$ cat config.mk
export PLATFORM = sky130hd
export DESIGN_NAME = llc_rst_flush_seq
export DESIGN_NICKNAME = d
export VERILOG_FILES = /design/src/rtl/llc_rst_flush_seq_pkg.sv /design/src/rtl/llc_rst_flush_seq_way_prio_enc.sv /design/src/rtl/llc_rst_flush_seq.sv
export SDC_FILE = /design/constraint.sdc
export NUM_CORES = 1
export LEC_CHECK = 0
export ABC_AREA = 1
export CAP_MARGIN = 20
export CELL_PAD_IN_SITES_DETAIL_PLACEMENT = 0
export CELL_PAD_IN_SITES_GLOBAL_PLACEMENT = 2
export CORE_AREA = 10 10 71 133
export CTS_CLUSTER_DIAMETER = 150
export DETAILED_ROUTE_END_ITERATION = 12
export DIE_AREA = 0 0 81 143
export GPL_ROUTABILITY_DRIVEN = 0
export PLACE_DENSITY_LB_ADDON = 0.1
export SETUP_SLACK_MARGIN = 0.4
export SLEW_MARGIN = 20
export SYNTH_ARGS = -nofsm -noshare
export SYNTH_HDL_FRONTEND = slang
export SYNTH_SLANG_ARGS = --single-unit
export TNS_END_PERCENT = 20
$ cat constraint.sdc
create_clock -name clk -period 2.2 [get_ports clk]
set_clock_uncertainty 0.05 [all_clocks]
set_input_delay 0.22 -clock clk [delete_from_list [all_inputs] [get_ports clk]]
set_output_delay 0.22 -clock clk [all_outputs]
set_load 0.03 [all_outputs]
$ cat src/rtl/llc_rst_flush_seq_pkg.sv
// Shared cache types and constants for the LLC reset/flush sequencer.
package llc_rst_flush_seq_pkg;

    typedef logic [1:0] llc_state_t;
    typedef logic       hprot_t;

    localparam llc_state_t INVALID   = 2'd0;
    localparam llc_state_t VALID     = 2'd1;
    localparam llc_state_t SHARED    = 2'd2;
    localparam llc_state_t EXCLUSIVE = 2'd3;

    localparam hprot_t INSTR = 1'b0;
    localparam hprot_t DATA  = 1'b1;

    typedef enum logic [2:0] {
        SEQ_IDLE,
        SEQ_READ,
        SEQ_CHECK,
        SEQ_WB,
        SEQ_UPDATE,
        SEQ_DONE
    } llc_seq_state_t;

endpackage

$ cat src/rtl/llc_rst_flush_seq_way_prio_enc.sv
// Lowest-set-bit priority encoder over the per-way pending mask.
module llc_way_prio_enc #(
    parameter int WAYS = 8
) (
    input  logic [WAYS-1:0]         i_vec,
    output logic [$clog2(WAYS)-1:0] o_idx,
    output logic                    o_any
);

    localparam int WW = $clog2(WAYS);

    // Scan from the top down so the lowest set bit is the last one written.
    always_comb begin
        o_idx = '0;
        o_any = 1'b0;
        for (int w = WAYS - 1; w >= 0; w--) begin
            if (i_vec[w]) begin
                o_idx = w[WW-1:0];
                o_any = 1'b1;
            end
        end
    end

endmodule

$ cat src/rtl/llc_rst_flush_seq.sv
// LLC reset/flush set-walking sequencer.
// Optional feature macro: LLC_FLUSH_DIRTY_ONLY_EN (flush writes back only dirty ways).
//
// state      | meaning
// SEQ_IDLE   | waiting for start_rst / start_flush
// SEQ_READ   | rd_en pulse for the current set
// SEQ_CHECK  | way buffers valid; latch pending write-back mask
// SEQ_WB     | present lowest pending way until wb_ready
// SEQ_UPDATE | update_en pulse for the current set
// SEQ_DONE   | done pulse, counter back to 0
module llc_rst_flush_seq
    import llc_rst_flush_seq_pkg::*;
#(
    parameter int SETS = 256,
    parameter int WAYS = 8
) (
    input  logic                       clk,
    input  logic                       rst,
    input  logic                       start_rst,
    input  logic                       start_flush,
    output logic                       busy,
    output logic                       done,
    output logic                       rd_en,
    output logic [$clog2(SETS)-1:0]    set_idx,
    input  llc_state_t [WAYS-1:0]      states_buf,
    input  hprot_t     [WAYS-1:0]      hprots_buf,
    input  logic       [WAYS-1:0]      dirty_bits_buf,
    output logic                       wb_valid,
    input  logic                       wb_ready,
    output logic [$clog2(WAYS)-1:0]    wb_way,
    output logic                       update_en,
    output logic                       is_rst_to_resume,
    output logic                       is_flush_to_resume
);

    localparam int SW = $clog2(SETS);
    localparam int WW = $clog2(WAYS);
    localparam logic [SW-1:0] LAST_SET = SW'(SETS - 1);

    llc_seq_state_t  r_state;
    logic            r_flush_mode;
    logic [WAYS-1:0] r_mask;
    logic [SW-1:0]   r_set_idx;
    logic [WW-1:0]   r_wb_way;
    logic            r_busy, r_done, r_rd_en, r_wb_valid;
    logic            r_update_en, r_is_rst, r_is_flush;

    logic [WAYS-1:0] w_qual;
    logic [WAYS-1:0] w_clr;
    logic [WAYS-1:0] w_enc_in;
    logic [WW-1:0]   w_enc_idx;
    logic            w_enc_any;

    // Per-way write-back qualification from the freshly read way buffers.
    always_comb begin
        w_qual = '0;
        for (int w = 0; w < WAYS; w++) begin
`ifdef LLC_FLUSH_DIRTY_ONLY_EN
            w_qual[w] = (states_buf[w] == VALID) && (hprots_buf[w] == DATA) && dirty_bits_buf[w];
`else
            w_qual[w] = (states_buf[w] == VALID) && (hprots_buf[w] == DATA);
`endif
        end
    end

`ifndef LLC_FLUSH_DIRTY_ONLY_EN
    logic w_unused_dirty;
    assign w_unused_dirty = ^dirty_bits_buf;
`endif

    // Encoder sees the mask as it will be after this cycle: the new mask in
    // CHECK, or the current mask minus the accepted way in WB.
    always_comb begin
        w_clr           = '0;
        w_clr[r_wb_way] = 1'b1;
        w_enc_in        = (r_state == SEQ_CHECK) ? w_qual : (r_mask & ~w_clr);
    end

    llc_way_prio_enc #(.WAYS(WAYS)) u_prio_enc (
        .i_vec (w_enc_in),
        .o_idx (w_enc_idx),
        .o_any (w_enc_any)
    );

    // Sequencer FSM with registered outputs.
    always_ff @(posedge clk) begin
        if (rst) begin
            r_state      <= SEQ_IDLE;
            r_flush_mode <= 1'b0;
            r_mask       <= '0;
            r_set_idx    <= '0;
            r_wb_way     <= '0;
            r_busy       <= 1'b0;
            r_done       <= 1'b0;
            r_rd_en      <= 1'b0;
            r_wb_valid   <= 1'b0;
            r_update_en  <= 1'b0;
            r_is_rst     <= 1'b0;
            r_is_flush   <= 1'b0;
        end else begin
            r_rd_en     <= 1'b0;
            r_update_en <= 1'b0;
            r_is_rst    <= 1'b0;
            r_is_flush  <= 1'b0;
            r_done      <= 1'b0;
            case (r_state)
                SEQ_IDLE: begin
                    if (start_rst) begin
                        r_state      <= SEQ_UPDATE;
                        r_flush_mode <= 1'b0;
                        r_set_idx    <= '0;
                        r_busy       <= 1'b1;
                        r_update_en  <= 1'b1;
                        r_is_rst     <= 1'b1;
                    end else if (start_flush) begin
                        r_state      <= SEQ_READ;
                        r_flush_mode <= 1'b1;
                        r_set_idx    <= '0;
                        r_busy       <= 1'b1;
                        r_rd_en      <= 1'b1;
                    end
                end
                SEQ_READ: r_state <= SEQ_CHECK;
                SEQ_CHECK: begin
                    r_mask <= w_qual;
                    if (w_enc_any) begin
                        r_state    <= SEQ_WB;
                        r_wb_valid <= 1'b1;
                        r_wb_way   <= w_enc_idx;
                    end else begin
                        r_state     <= SEQ_UPDATE;
                        r_update_en <= 1'b1;
                        r_is_flush  <= 1'b1;
                    end
                end
                SEQ_WB: begin
                    if (wb_ready) begin
                        r_mask <= w_enc_in;
                        if (w_enc_any) begin
                            r_wb_way <= w_enc_idx;
                        end else begin
                            r_state     <= SEQ_UPDATE;
                            r_wb_valid  <= 1'b0;
                            r_update_en <= 1'b1;
                            r_is_flush  <= 1'b1;
                        end
                    end
                end
                SEQ_UPDATE: begin
                    if (r_set_idx == LAST_SET) begin
                        r_state <= SEQ_DONE;
                        r_done  <= 1'b1;
                    end else begin
                        r_set_idx <= r_set_idx + 1'b1;
                        if (r_flush_mode) begin
                            r_state <= SEQ_READ;
                            r_rd_en <= 1'b1;
                        end else begin
                            r_state     <= SEQ_UPDATE;
                            r_update_en <= 1'b1;
                            r_is_rst    <= 1'b1;
                        end
                    end
                end
                SEQ_DONE: begin
                    r_state   <= SEQ_IDLE;
                    r_busy    <= 1'b0;
                    r_set_idx <= '0;
                end
                default: r_state <= SEQ_IDLE;
            endcase
        end
    end

    assign busy               = r_busy;
    assign done               = r_done;
    assign rd_en              = r_rd_en;
    assign set_idx            = r_set_idx;
    assign wb_valid           = r_wb_valid;
    assign wb_way             = r_wb_way;
    assign update_en          = r_update_en;
    assign is_rst_to_resume   = r_is_rst;
    assign is_flush_to_resume = r_is_flush;

endmodule

### Word-level counts from Yosys, hierarchy flattened

Cells that the tools add are included.

| storage, ports and cells | value |
|---|---|
| register bits | 30 |
| latch bits | 0 |
| memory bits (writable) | 0 |
| memory bits (read-only) | 0 |
| input bits | 37 |
| output and inout port bits | 18 |
| logic and storage cells | 116 |
| memories | 0 |

| cells by class | value |
|---|---|
| $add $sub $neg | 1 |
| multipliers | 0 |
| divide/modulo/power cells | 0 |
| $lt $le $gt $ge | 2 |
| eq/ne operators | 19 |
| shift-type cells | 0 |
| muxes and demuxes | 58 |
| bitwise gates (word level) | 3 |
| reduce and logical (&&, ||, !) cells | 21 |

Operators with widths:

| operator | number |
|---|---|
| 3-bit two-way mux | 17 |
| 8-bit two-way mux | 5 |
| 1-bit two-way mux | 25 |
| 8-bit case mux with 3 select lines | 1 |
| 2-bit by 1-bit == test with 1-bit output, second input constant | 8 |
| 8-bit case mux with 2 select lines | 1 |
| 3-bit case mux with 5 select lines | 1 |
| 1-bit case mux with 2 select lines | 5 |
| 1-bit logical AND | 9 |
| 8-bit by 1-bit adder with 8-bit output, second input constant | 1 |
| 8-bit AND | 1 |
| 8-bit == test, second input constant | 1 |
| 8-bit inverter | 1 |
| 3-bit by 2-bit == test with 1-bit output, second input constant | 2 |
| 3-bit == test, second input constant | 2 |
| 2-bit inequality test, second input constant | 3 |
| 3-bit case mux with 2 select lines | 1 |
| 2-bit AND reduction | 3 |
| 3-bit AND reduction | 2 |
| 2-bit nonzero test | 3 |
| 3-bit by 4-bit < comparator with 1-bit output, second input constant | 1 |
| 1-bit case mux with 4 select lines | 1 |
| 4-bit AND reduction | 1 |
| 1-bit demux with 3-bit select | 1 |
| 8 further kinds | 8 |

### Depth between registers and ports, before layout

Gate-level depths: netlist (run 1).

| logic depth | value |
|---|---|
| depth after elaboration | 18 |
| gate-level depth with buffers | 14 |
| mapped depth without buffers | 13 |

### By module

From an unflattened synthesis (run 1), not the netlist that was laid out.

| unflattened totals | value |
|---|---|
| cells, all modules | 262 |
| area total of the unflattened synthesis | 1724.2 µm² |

Modules (own cells, without submodules):

| module | instances | cells an instance | area each (µm²) | seq. area each (µm²) |
|---|---|---|---|---|
| llc_rst_flush_seq | 1 | 240 | 1625.3 | 600.6 |
| llc_way_prio_enc | 1 | 22 | 98.8 | 0.0 |

### Least setup slack after synthesis (run 1)

Ideal clock, no wire load.

| timing path | value |
|---|---|
| kind | register -> register |
| from | register r_set_idx[0], in the netlist set_idx[0] |
| to | register r_set_idx[5], in the netlist set_idx[5] |
| setup time | 0.070 ns |
| arrival time | 1.774 ns |
| data required time | 2.080 ns |
| setup slack | 0.307 ns |
| stages on the path, launching flop included | 10 |
| path buffers | 0 |
| cells stage by stage | dfxtp_1 -> ha_1 -> nand3_1 -> nor2_1 -> nand4_1 -> nor2_1 -> nor2_2 -> a21oi_2 -> o21ai_0 -> a21oi_1 |

| on the way | value |
|---|---|
| word-level cells in the longest chain between the ends | 3 |

Ends and longest elaborated chain:

| what | RTL line | source |
|---|---|---|
| start: declaration | llc_rst_flush_seq.sv:43 | `logic [SW-1:0] r_set_idx;` |
| start signal: assignment | llc_rst_flush_seq.sv:154 | `r_set_idx <= r_set_idx + 1'b1;` |
| 8-bit by 1-bit adder with 8-bit output / 8-bit == test (equally long branches) | llc_rst_flush_seq.sv:154, llc_rst_flush_seq.sv:150 |  |
| 8-bit two-way mux / 2-bit inequality test (equally long branches) | n/a |  |
| 8-bit case mux with 3 select lines / 3-bit AND reduction (equally long branches) | n/a |  |

Parallel ways exist; a longest one is shown, timed or not. The select of a mux whose other input is x is not followed.
A chain may end at the register's enable or synchronous reset.

### Final worst setup path (run 1)

| timing path | value |
|---|---|
| from | register r_set_idx[5], in the netlist set_idx[5] |
| to | output port set_idx[5] |

RTL lines:

| what | RTL line | source |
|---|---|---|
| end: declaration | llc_rst_flush_seq.sv:24 | `output logic [$clog2(SETS)-1:0] set_idx,` |

No word-level cell between the ends.

==> impl_metrics.csv, run 1 <==
group,metric,value,unit
setup_path,r2r-start,"set_idx[0]$_SDFFE_PP0P_",
setup_path,critPathMaxStageDelay,0.73,ns
route,wl_per_cell,14.6,µm
place,hpwl,4710,µm
power,ir_drop,0.000440,V
route,firstDrtPassIters,4,
sta,tightest_slew,0.382,ns
setup_path,critPathTopFamily,"buffers and inverters",
clock_network,clock-sinks,30,
clock_network,cts_buffers,5,
route,drt_wl_total,5970,µm
global_routing,grt_pass1_vias,1929,
floorplan,die_height,143,µm
route,ant_nets,0,
final_layout,fin_area,0.00273,mm²
final_layout,mostFrequentLayoutCell,"clkdlybuf4s50_1",
clock_network,root_buffer,"clkbuf_16",
route,first_iter_violations,71,
power,p_clk_frac,0.352,
global_routing,grt_antenna_before_repair,0,
job,max-cap-violations,0,
setup_path,path_max_fanout,8,
sta,slew_viol_final,0,
power,combPwrFrac,0.329,
final_layout,nets,354,
setup_path,r2r_slack,0.47,ns
global_routing,grt_pass1_wl,9530,µm
synth,ys_warn_count,0,
floorplan,dieArea,0.0116,mm²
synth,syn-cell-area,0.00172,mm²
global_routing,grt_max_degree,10,
sta,hold_viol,0,
min_path,worstHoldPathCells,2,
synth,synthesis.nets,283,
power,seqPwrFrac,0.319,
clock_network,clkTransAtPathRegs,0.05,ns
sta,timing.final.crit_share,0.796,
sta,grt_setup_unrepaired,"true",
sta,setup_viol,0,
synth,synth_cell_types,30,
global_routing,overflow,0,
sta,setup_ws,0.449,ns
setup_path,required,1.93,ns
route,vias,1817,
setup_path,path_cells,"clkdlybuf4s50_1",
place,io_buffer_count,46,
power,internal_power,1.33,mW
synth,syn_inst,245,
power,powerDensity,731,mW/mm²
sta,period_needed,1.75,ns
final_layout,final_cell_mix,"clkdlybuf4s50_1 (46), nand2_1 (43), a21oi_1 (31)",
setup_path,worst-path-buf-inv,1,
setup_path,arrival,1.48,ns
synth,yosys_register_bits,30,
place,pre_cts_slack,0.137,ns
min_path,min_from,"r_mask[5]$_SDFFE_PP0P_",
floorplan,rows,44,
route,post_drt_via_cell_ratio,4.44,
final_layout,syn_to_final_growth,58.9,%
floorplan,io_pins,55,
power,p_sw_frac,0.334,
synth,avgSynthCellArea,7.00,µm²
power,p_leak,1.09,nW
status,status,"finished clean",
place,post_dp_cell_area,0.00235,mm²
route,drc_errors,0,
global_routing,grtUsageTotal,0.108,
sta,slew-limit-headroom,0.744,
clock_network,max-clock-path-buffers,2,
power,p_sw,666,µW
floorplan,initial_core_util,0.236,
synth,seq_area_frac_synth,0.350,
floorplan,coreArea,0.00727,mm²
clock_network,clk_latency,0.28,ns
clock_network,cts_max_level,2,
min_path,hp-class,"register to register",
clock_network,cts_tree,"built",
setup_path,critPathSlowestCell,"clkdlybuf4s50_1",
setup_path,rr_worst_depth,10,
setup_path,r2r-end,"set_idx[3]$_SDFFE_PP0P_",
clock_network,ctsHoldBuffers,0,
min_path,min_to,"r_mask[5]$_SDFFE_PP0P_",
sta,max_freq,571,MHz
setup_path,endpoint_kind,"output port",
final_layout,diodes,0,
sta,hold_ws,0.408,ns
setup_path,start_kind,"register",
final_layout,utilization,0.375,
final_layout,drive_above_1_share,0.281,
floorplan,die_x,81,µm
setup_path,path_class,"register to output port",
sta,tns,0,ns
-- per-stage QoR --
stage	power, mW	instances
after floorplan	0.995	245
after global placement	1.21	390
after detailed placement	1.20	390
after CTS	2.00	403
after global routing	2.11	409
final	1.99	409
-- power by group through the flow --
| stage | clock network [mW] | logic, mW | registers, mW |
|---|---|---|---|
| final | 0.701 | 0.655 | 0.636 |
| after global routing | 0.747 | 0.724 | 0.642 |
| after CTS | 0.728 | 0.644 | 0.629 |
| after detailed placement | 0 | 0.567 | 0.638 |
| after global placement | 0 | 0.570 | 0.639 |
| after floorplan | 0 | 0.318 | 0.678 |
-- synthesized netlist by cell type, drive strengths merged --
cell type  instances  area (µm²)
nand2             65         312
a21oi             33         173
dfxtp             30         601
inv               29         109
nor2              28         169
nand3             22         120
o21ai             20         100
nor3               4        30.0
a31oi              2        12.5
buf                2        18.8
nand4              2        12.5
a211oi             1        7.51
and3               1        6.26
clkbuf             1        3.75
ha                 1        12.5
o211ai             1        7.51
o21bai             1        7.51
o31ai              1        7.51
or2                1        6.26
-- worst max path at each step --
stage	startpoint	cells after the start	end
after floorplan	set_idx[0]$_SDFFE_PP0P_	9	set_idx[5]$_SDFFE_PP0P_
after global placement	start_rst	10	set_idx[7]$_SDFFE_PP0P_
after detailed placement	start_rst	10	set_idx[7]$_SDFFE_PP0P_
after CTS	set_idx[1]$_SDFFE_PP0P_	10	set_idx[1]$_SDFFE_PP0P_
after global routing	set_idx[0]$_SDFFE_PP0P_	10	set_idx[3]$_SDFFE_PP0P_
final	set_idx[5]$_SDFFE_PP0P_	1	set_idx[5]
-- registers in the layout, indices dropped and copies added (netlist names) --
| signal | flops |
|---|---|
| r_mask | 8 |
| set_idx | 8 |
| r_state | 3 |
| wb_way | 3 |
| busy | 1 |
| done | 1 |
| is_flush_to_resume | 1 |
| is_rst_to_resume | 1 |
| r_flush_mode | 1 |
| rd_en | 1 |
| update_en | 1 |
| wb_valid | 1 |
-- logic make-up (layout without fill, tap and decap cells) --
family | Yosys count | in the layout | share of synthesized area
fa+ha+maj | 1 | 1 | 0.00729
buf+inv | 32 | 104 | 0.0766
flops | 30 | 30 | 0.350
simple gates | 123 | 123 | 0.382
compound gates | 59 | 59 | 0.184
-- tightest hold or removal path: cells and delay by family, from the launching register on --
family	cells	cell delay (ns)
DFF	1	0.30
AOI/OAI and AO/OA	1	0.05
and+or+nand+nor	1	0.06
-- area by class of cell --
| class | instances | area, µm² |
|---|---|---|
| Multi-Input combinational cell | 183 | 1100 |
| Inverter | 29 | 114 |
| Sequential cell | 30 | 614 |
| Timing Repair Buffer | 67 | 638 |
| Clock inverter | 1 | 5.00 |
| Clock buffer | 7 | 143 |
| Tap cell | 92 | 115 |
| Fill cell | 810 | 4540 |
-- timing repair --
| action | in CTS | in global routing |
|---|---|---|
| endpoints found under the hold margin | 0 | 0 |
| gates resized for setup | 17 | 25 |
| setup endpoints to repair | 14 | 16 |
| setup buffers | 5 | 6 |
| pin swaps | 7 | 16 |
| gates cloned | 0 | 0 |
-- per-layer routing --
metal,share of wire,wire (µm),track usage
met1,0.35,2070,0.0970
met2,0.58,3450,0.207
met3,0.060,358,0.0377
met4,0.017,104,0.0412
met5,0,0,0
Note: power is estimated with default switching activity, not from simulation.
==> run 2: changes to the inputs <==
Settings changed: CORE_AREA 10 10 71 133 to 10 10 74 138, DIE_AREA 0 0 81 143 to 0 0 84 148.
Clock period 2.2 ns to 1.6 ns, I/O delays scaled along.
==> impl_metrics.csv, run 2 (same netlist as run 1, synthesis figures left out) <==
group,metric,value,unit
place,post_dp_cell_area,0.00271,mm²
sta,setup_ws,-0.0747,ns
place,pre_cts_slack,-0.293,ns
global_routing,grt_pass1_vias,2113,
route,firstDrtPassIters,4,
job,max-cap-violations,0,
floorplan,die_height,148,µm
setup_path,path_class,"register to register",
route,drt_wl_total,6440,µm
global_routing,overflow,0,
route,wl_met2,3850,µm
sta,hold_viol,0,
final_layout,fin_area,0.00317,mm²
route,ant_nets,0,
global_routing,grt_max_degree,10,
route,post_drt_via_cell_ratio,4.36,
final_layout,syn_to_final_growth,84.5,%
setup_path,endpoint_kind,"register",
power,p_leak,1.35,nW
floorplan,dieArea,0.0124,mm²
clock_network,clk_latency,0.28,ns
clock_network,clkTransAtPathRegs,0.05,ns
route,dr_wl_met3,270,µm
route,wl_per_cell,14.2,µm
power,ir_drop,0.000691,V
final_layout,nets,396,
clock_network,cts_tree,"built",
place,numPlacedInstances,436,
setup_path,path_max_fanout,8,
route,drc_errors,0,
final_layout,final_cell_count_no_fill,455,
final_layout,diodes,0,
min_path,hp-class,"register to register",
status,violations,"negative setup slack",
sta,timing.final.crit_share,1.05,
sta,tns,-0.438,ns
setup_path,required,1.72,ns
sta,max_freq,597,MHz
sta,tightest_slew,0.386,ns
power,finalPower,3.06,mW
setup_path,arrival,1.79,ns
floorplan,coreArea,0.00794,mm²
clock_network,cts_max_level,2,
final_layout,mostFrequentLayoutCell,"buf_4",
route,wl_met1,2200,µm
global_routing,grt_pass1_wl,10400,µm
place,hpwl,5140,µm
place,io_buffer_count,46,
route,vias,1983,
sta,slew_viol_final,0,
power,powerDensity,967,mW/mm²
global_routing,grt_antenna_before_repair,0,
route,routed.top_layer,"met4",
clock_network,ctsHoldBuffers,0,
sta,slew-limit-headroom,0.741,
status,status,"complete, but fails checks",
floorplan,rows,46,
final_layout,drive_above_1_share,0.490,
floorplan,die_x,84,µm
floorplan,io_pins,55,
sta,setup_viol,11,
sta,hold_ws,0.422,ns
final_layout,final_cell_mix,"buf_4 (56), nand2_1 (39), clkdlybuf4s50_1 (28)",
final_layout,utilization,0.399,
sta,period_needed,1.67,ns
clock_network,max-clock-path-buffers,2,
clock_network,cts_buffers,5,
sta,grt_setup_unrepaired,"true",
floorplan,initial_core_util,0.216,
global_routing,grtUsageTotal,0.106,
route,first_iter_violations,48,
clock_network,clock-sinks,30,
clock_network,root_buffer,"clkbuf_16",
setup_path,start_kind,"register",
-- run 2: final timing paths --
path,start,to,slack [ns],cells after the start
min reg2reg,r_mask[4]$_SDFFE_PP0P_,r_mask[4]$_SDFFE_PP0P_,0.42,2
min,r_mask[4]$_SDFFE_PP0P_,r_mask[4]$_SDFFE_PP0P_,0.42,2
max reg2reg,r_state[0]$_SDFFE_PP0P_,r_state[1]$_SDFFE_PP0P_,-0.07,11
max,r_state[0]$_SDFFE_PP0P_,r_state[1]$_SDFFE_PP0P_,-0.07,11
-- run 2: what timing repair did --
| item | in CTS | in global routing |
|---|---|---|
| resized for setup | 102 | 45 |
| endpoints found under the setup margin | 48 | 36 |
| pin swaps | 26 | 15 |
| buffers inserted | 9 | 2 |
-- run 2: worst max-delay path, stage by stage (launching register included) --
cell     delay (ns)
dfxtp_4        0.37
inv_4          0.06
nand3_4        0.17
nand3_2        0.14
nand2_2        0.08
nor2_4         0.15
nand2_4        0.08
nor2_8         0.13
nand2_2        0.08
nand2_4        0.09
buf_6          0.10
a31oi_1        0.06
-- run 2: layer usage --
metal / vias to the layer above / track usage
met4: 0 / 0.0438
met2: 34 / 0.216
met3: 8 / 0.0314
li1: 1036 / -
met5: - / 0
met1: 905 / 0.0893
-- run 2: layout make-up --
cell class	instances	area [µm²]
timing repair buffer	109	918
multi-input combinational	183	1220
inverter	29	119
clock inverter	1	30.0
tap	96	120
fill	862	4780
sequential	30	623
clock buffer	7	133
-- run 2: power breakdown --
part | switching, mW | internal [mW] | total (mW)
Combinational | 0.580 | 0.519 | 1.10
Sequential | 0.0588 | 0.820 | 0.878
Clock | 0.348 | 0.735 | 1.08
==> run 3: changes to the inputs <==
Settings changed: ABC_CLOCK_PERIOD_IN_PS set to 1600, CORE_AREA 10 10 74 138 to 2 2 66 130, DIE_AREA 0 0 84 148 to 0 0 68 132, SETUP_SLACK_MARGIN 0.4 to 0.2.
==> impl_metrics.csv, run 3 (same netlist as run 1, synthesis figures left out) <==
group,metric,value,unit
place,post_dp_cell_area,0.00270,mm²
global_routing,overflow,0,
status,violations,"negative setup slack",
setup_path,critPathMaxStageDelay,0.37,ns
final_layout,diodes,0,
floorplan,die_height,132,µm
final_layout,nets,399,
global_routing,grtUsageTotal,0.150,
power,finalPower,3.13,mW
route,first_iter_violations,43,
final_layout,fin_area,0.00315,mm²
sta,tightest_slew,0.330,ns
final_layout,multiInputGateArea,0.00116,mm²
floorplan,rows,46,
clock_network,clkTransAtPathRegs,0.05,ns
place,pre_cts_slack,-0.275,ns
setup_path,path_cells,"inv_4, nand3_4, nand3_2, nand2_2, nor2_4, nand2_4, nor2_8, buf_4, nor2_4, o21ai_1, a21oi_1",
power,ir_drop,0.000598,V
setup_path,arrival,1.85,ns
place,hpwl,4750,µm
route,post_drt_via_cell_ratio,4.38,
global_routing,grt_antenna_before_repair,0,
setup_path,path_class,"register to register",
clock_network,cts_max_level,2,
floorplan,dieArea,0.00898,mm²
setup_path,critPathSlowestCell,"dfxtp_4",
final_layout,mostFrequentLayoutCell,"buf_4",
sta,setup_ws,-0.131,ns
route,ant_nets,0,
setup_path,worst-path-buf-inv,2,
route,wl_per_cell,13.1,µm
clock_network,cts_buffers,5,
final_layout,drive_above_1_share,0.436,
power,p_leak,1.39,nW
route,firstDrtPassIters,4,
final_layout,fill_cells,867,
sta,slew-limit-headroom,0.779,
setup_path,endpoint_kind,"register",
route,drt_wl_total,6000,µm
sta,max_freq,578,MHz
sta,hold_ws,0.410,ns
setup_path,cp_common_cell,"nor2_4",
sta,grt_setup_unrepaired,"true",
setup_path,path_max_fanout,8,
final_layout,seq_area,623,µm²
clock_network,root_buffer,"clkbuf_16",
setup_path,critPathTopFamily,"simple AND/OR/NAND/NOR gates",
clock_network,max-clock-path-buffers,2,
status,status,"complete, but fails checks",
min_path,hp-class,"register to register",
sta,hold_viol,0,
clock_network,cts_tree,"built",
route,vias,2004,
sta,slew_viol_final,0,
final_layout,syn_to_final_growth,83.8,%
route,drc_errors,0,
global_routing,grt_pass1_vias,2106,
floorplan,io_pins,55,
final_layout,utilization,0.397,
power,powerDensity,993,mW/mm²
global_routing,grt_max_degree,11,
floorplan,coreArea,0.00794,mm²
final_layout,final_cell_mix,"buf_4 (60), nand2_1 (39), clkdlybuf4s50_1 (28)",
job,max-cap-violations,0,
floorplan,initial_core_util,0.216,
sta,setup_viol,13,
floorplan,die_x,68,µm
clock_network,clk_latency,0.28,ns
sta,period_needed,1.73,ns
global_routing,grt_pass1_wl,9860,µm
place,io_buffer_count,46,
setup_path,required,1.72,ns
clock_network,clock-sinks,30,
sta,timing.final.crit_share,1.08,
setup_path,start_kind,"register",
==> run 3: cell count changes in the layout (fill, tap and decap cells not counted), sizes merged <==
cell | previous run | this run
buf | 74 | 66
clkbuf | 10 | 5
clkdlybuf4s15 | 3 | 1
clkinv | 0 | 2
dlygate4sd2 | 1 | 17
==> run 3: report_power, final <==
group | internal [mW] | leakage (nW) | switching [mW]
clock network | 0.728 | 0.0836 | 0.360
registers | 0.819 | 0.250 | 0.0581
logic | 0.577 | 1.06 | 0.587
==> run 3: tightest hold or removal path: cells and delay by family (launching register included) <==
family             cells  cell delay (ns)
AOI/OAI and AO/OA      1             0.05
and+or+nand+nor        1             0.06
DFF                    1             0.30
==> run 3: what timing repair did <==
item	CTS	global route
setup endpoints to repair	44	29
setup buffers	9	6
resized for setup	46	33
hold buffers	0	0
pin swaps	20	20
==> run 3: final timing paths <==
kind / start / to / slack, ns / cells after the start
setup / recovery: r_state[0]$_SDFFE_PP0P_ / wb_way[0]$_SDFFE_PP0P_ / -0.13 / 11
hold / removal: r_mask[5]$_SDFFE_PP0P_ / r_mask[5]$_SDFFE_PP0P_ / 0.41 / 2
setup reg to reg: r_state[0]$_SDFFE_PP0P_ / wb_way[0]$_SDFFE_PP0P_ / -0.13 / 11
hold reg to reg: r_mask[5]$_SDFFE_PP0P_ / r_mask[5]$_SDFFE_PP0P_ / 0.41 / 2
==> run 3: final cells by class <==
cell class | count | area share
Sequential cell | 30 | 0.198
Clock buffer | 5 | 0.0397
Inverter | 29 | 0.0369
Multi-Input combinational cell | 183 | 0.369
Timing Repair Buffer | 112 | 0.306
Clock inverter | 3 | 0.0127
Tap cell | 96 | 0.0381
==> run 3: routing by layer <==
layer / global-route usage / wire length (µm) / up-vias
met3: 0.0290 / 216 / 12
met2: 0.293 / 3580 / 40
li1: - / - / 1042
met1: 0.133 / 2010 / 910
met5: 0 / 0 / -
met4: 0.0733 / 184 / 0
==> run 3: per-stage QoR <==
| step | std cells | setup TNS, ns |
|---|---|---|
| after detailed placement | 435 | -2.57 |
| after CTS | 452 | -1.02 |
| after global routing | 458 | -2.95 |
| final | 458 | -0.774 |
| after floorplan | 245 | -0.579 |
| after global placement | 435 | -2.30 |
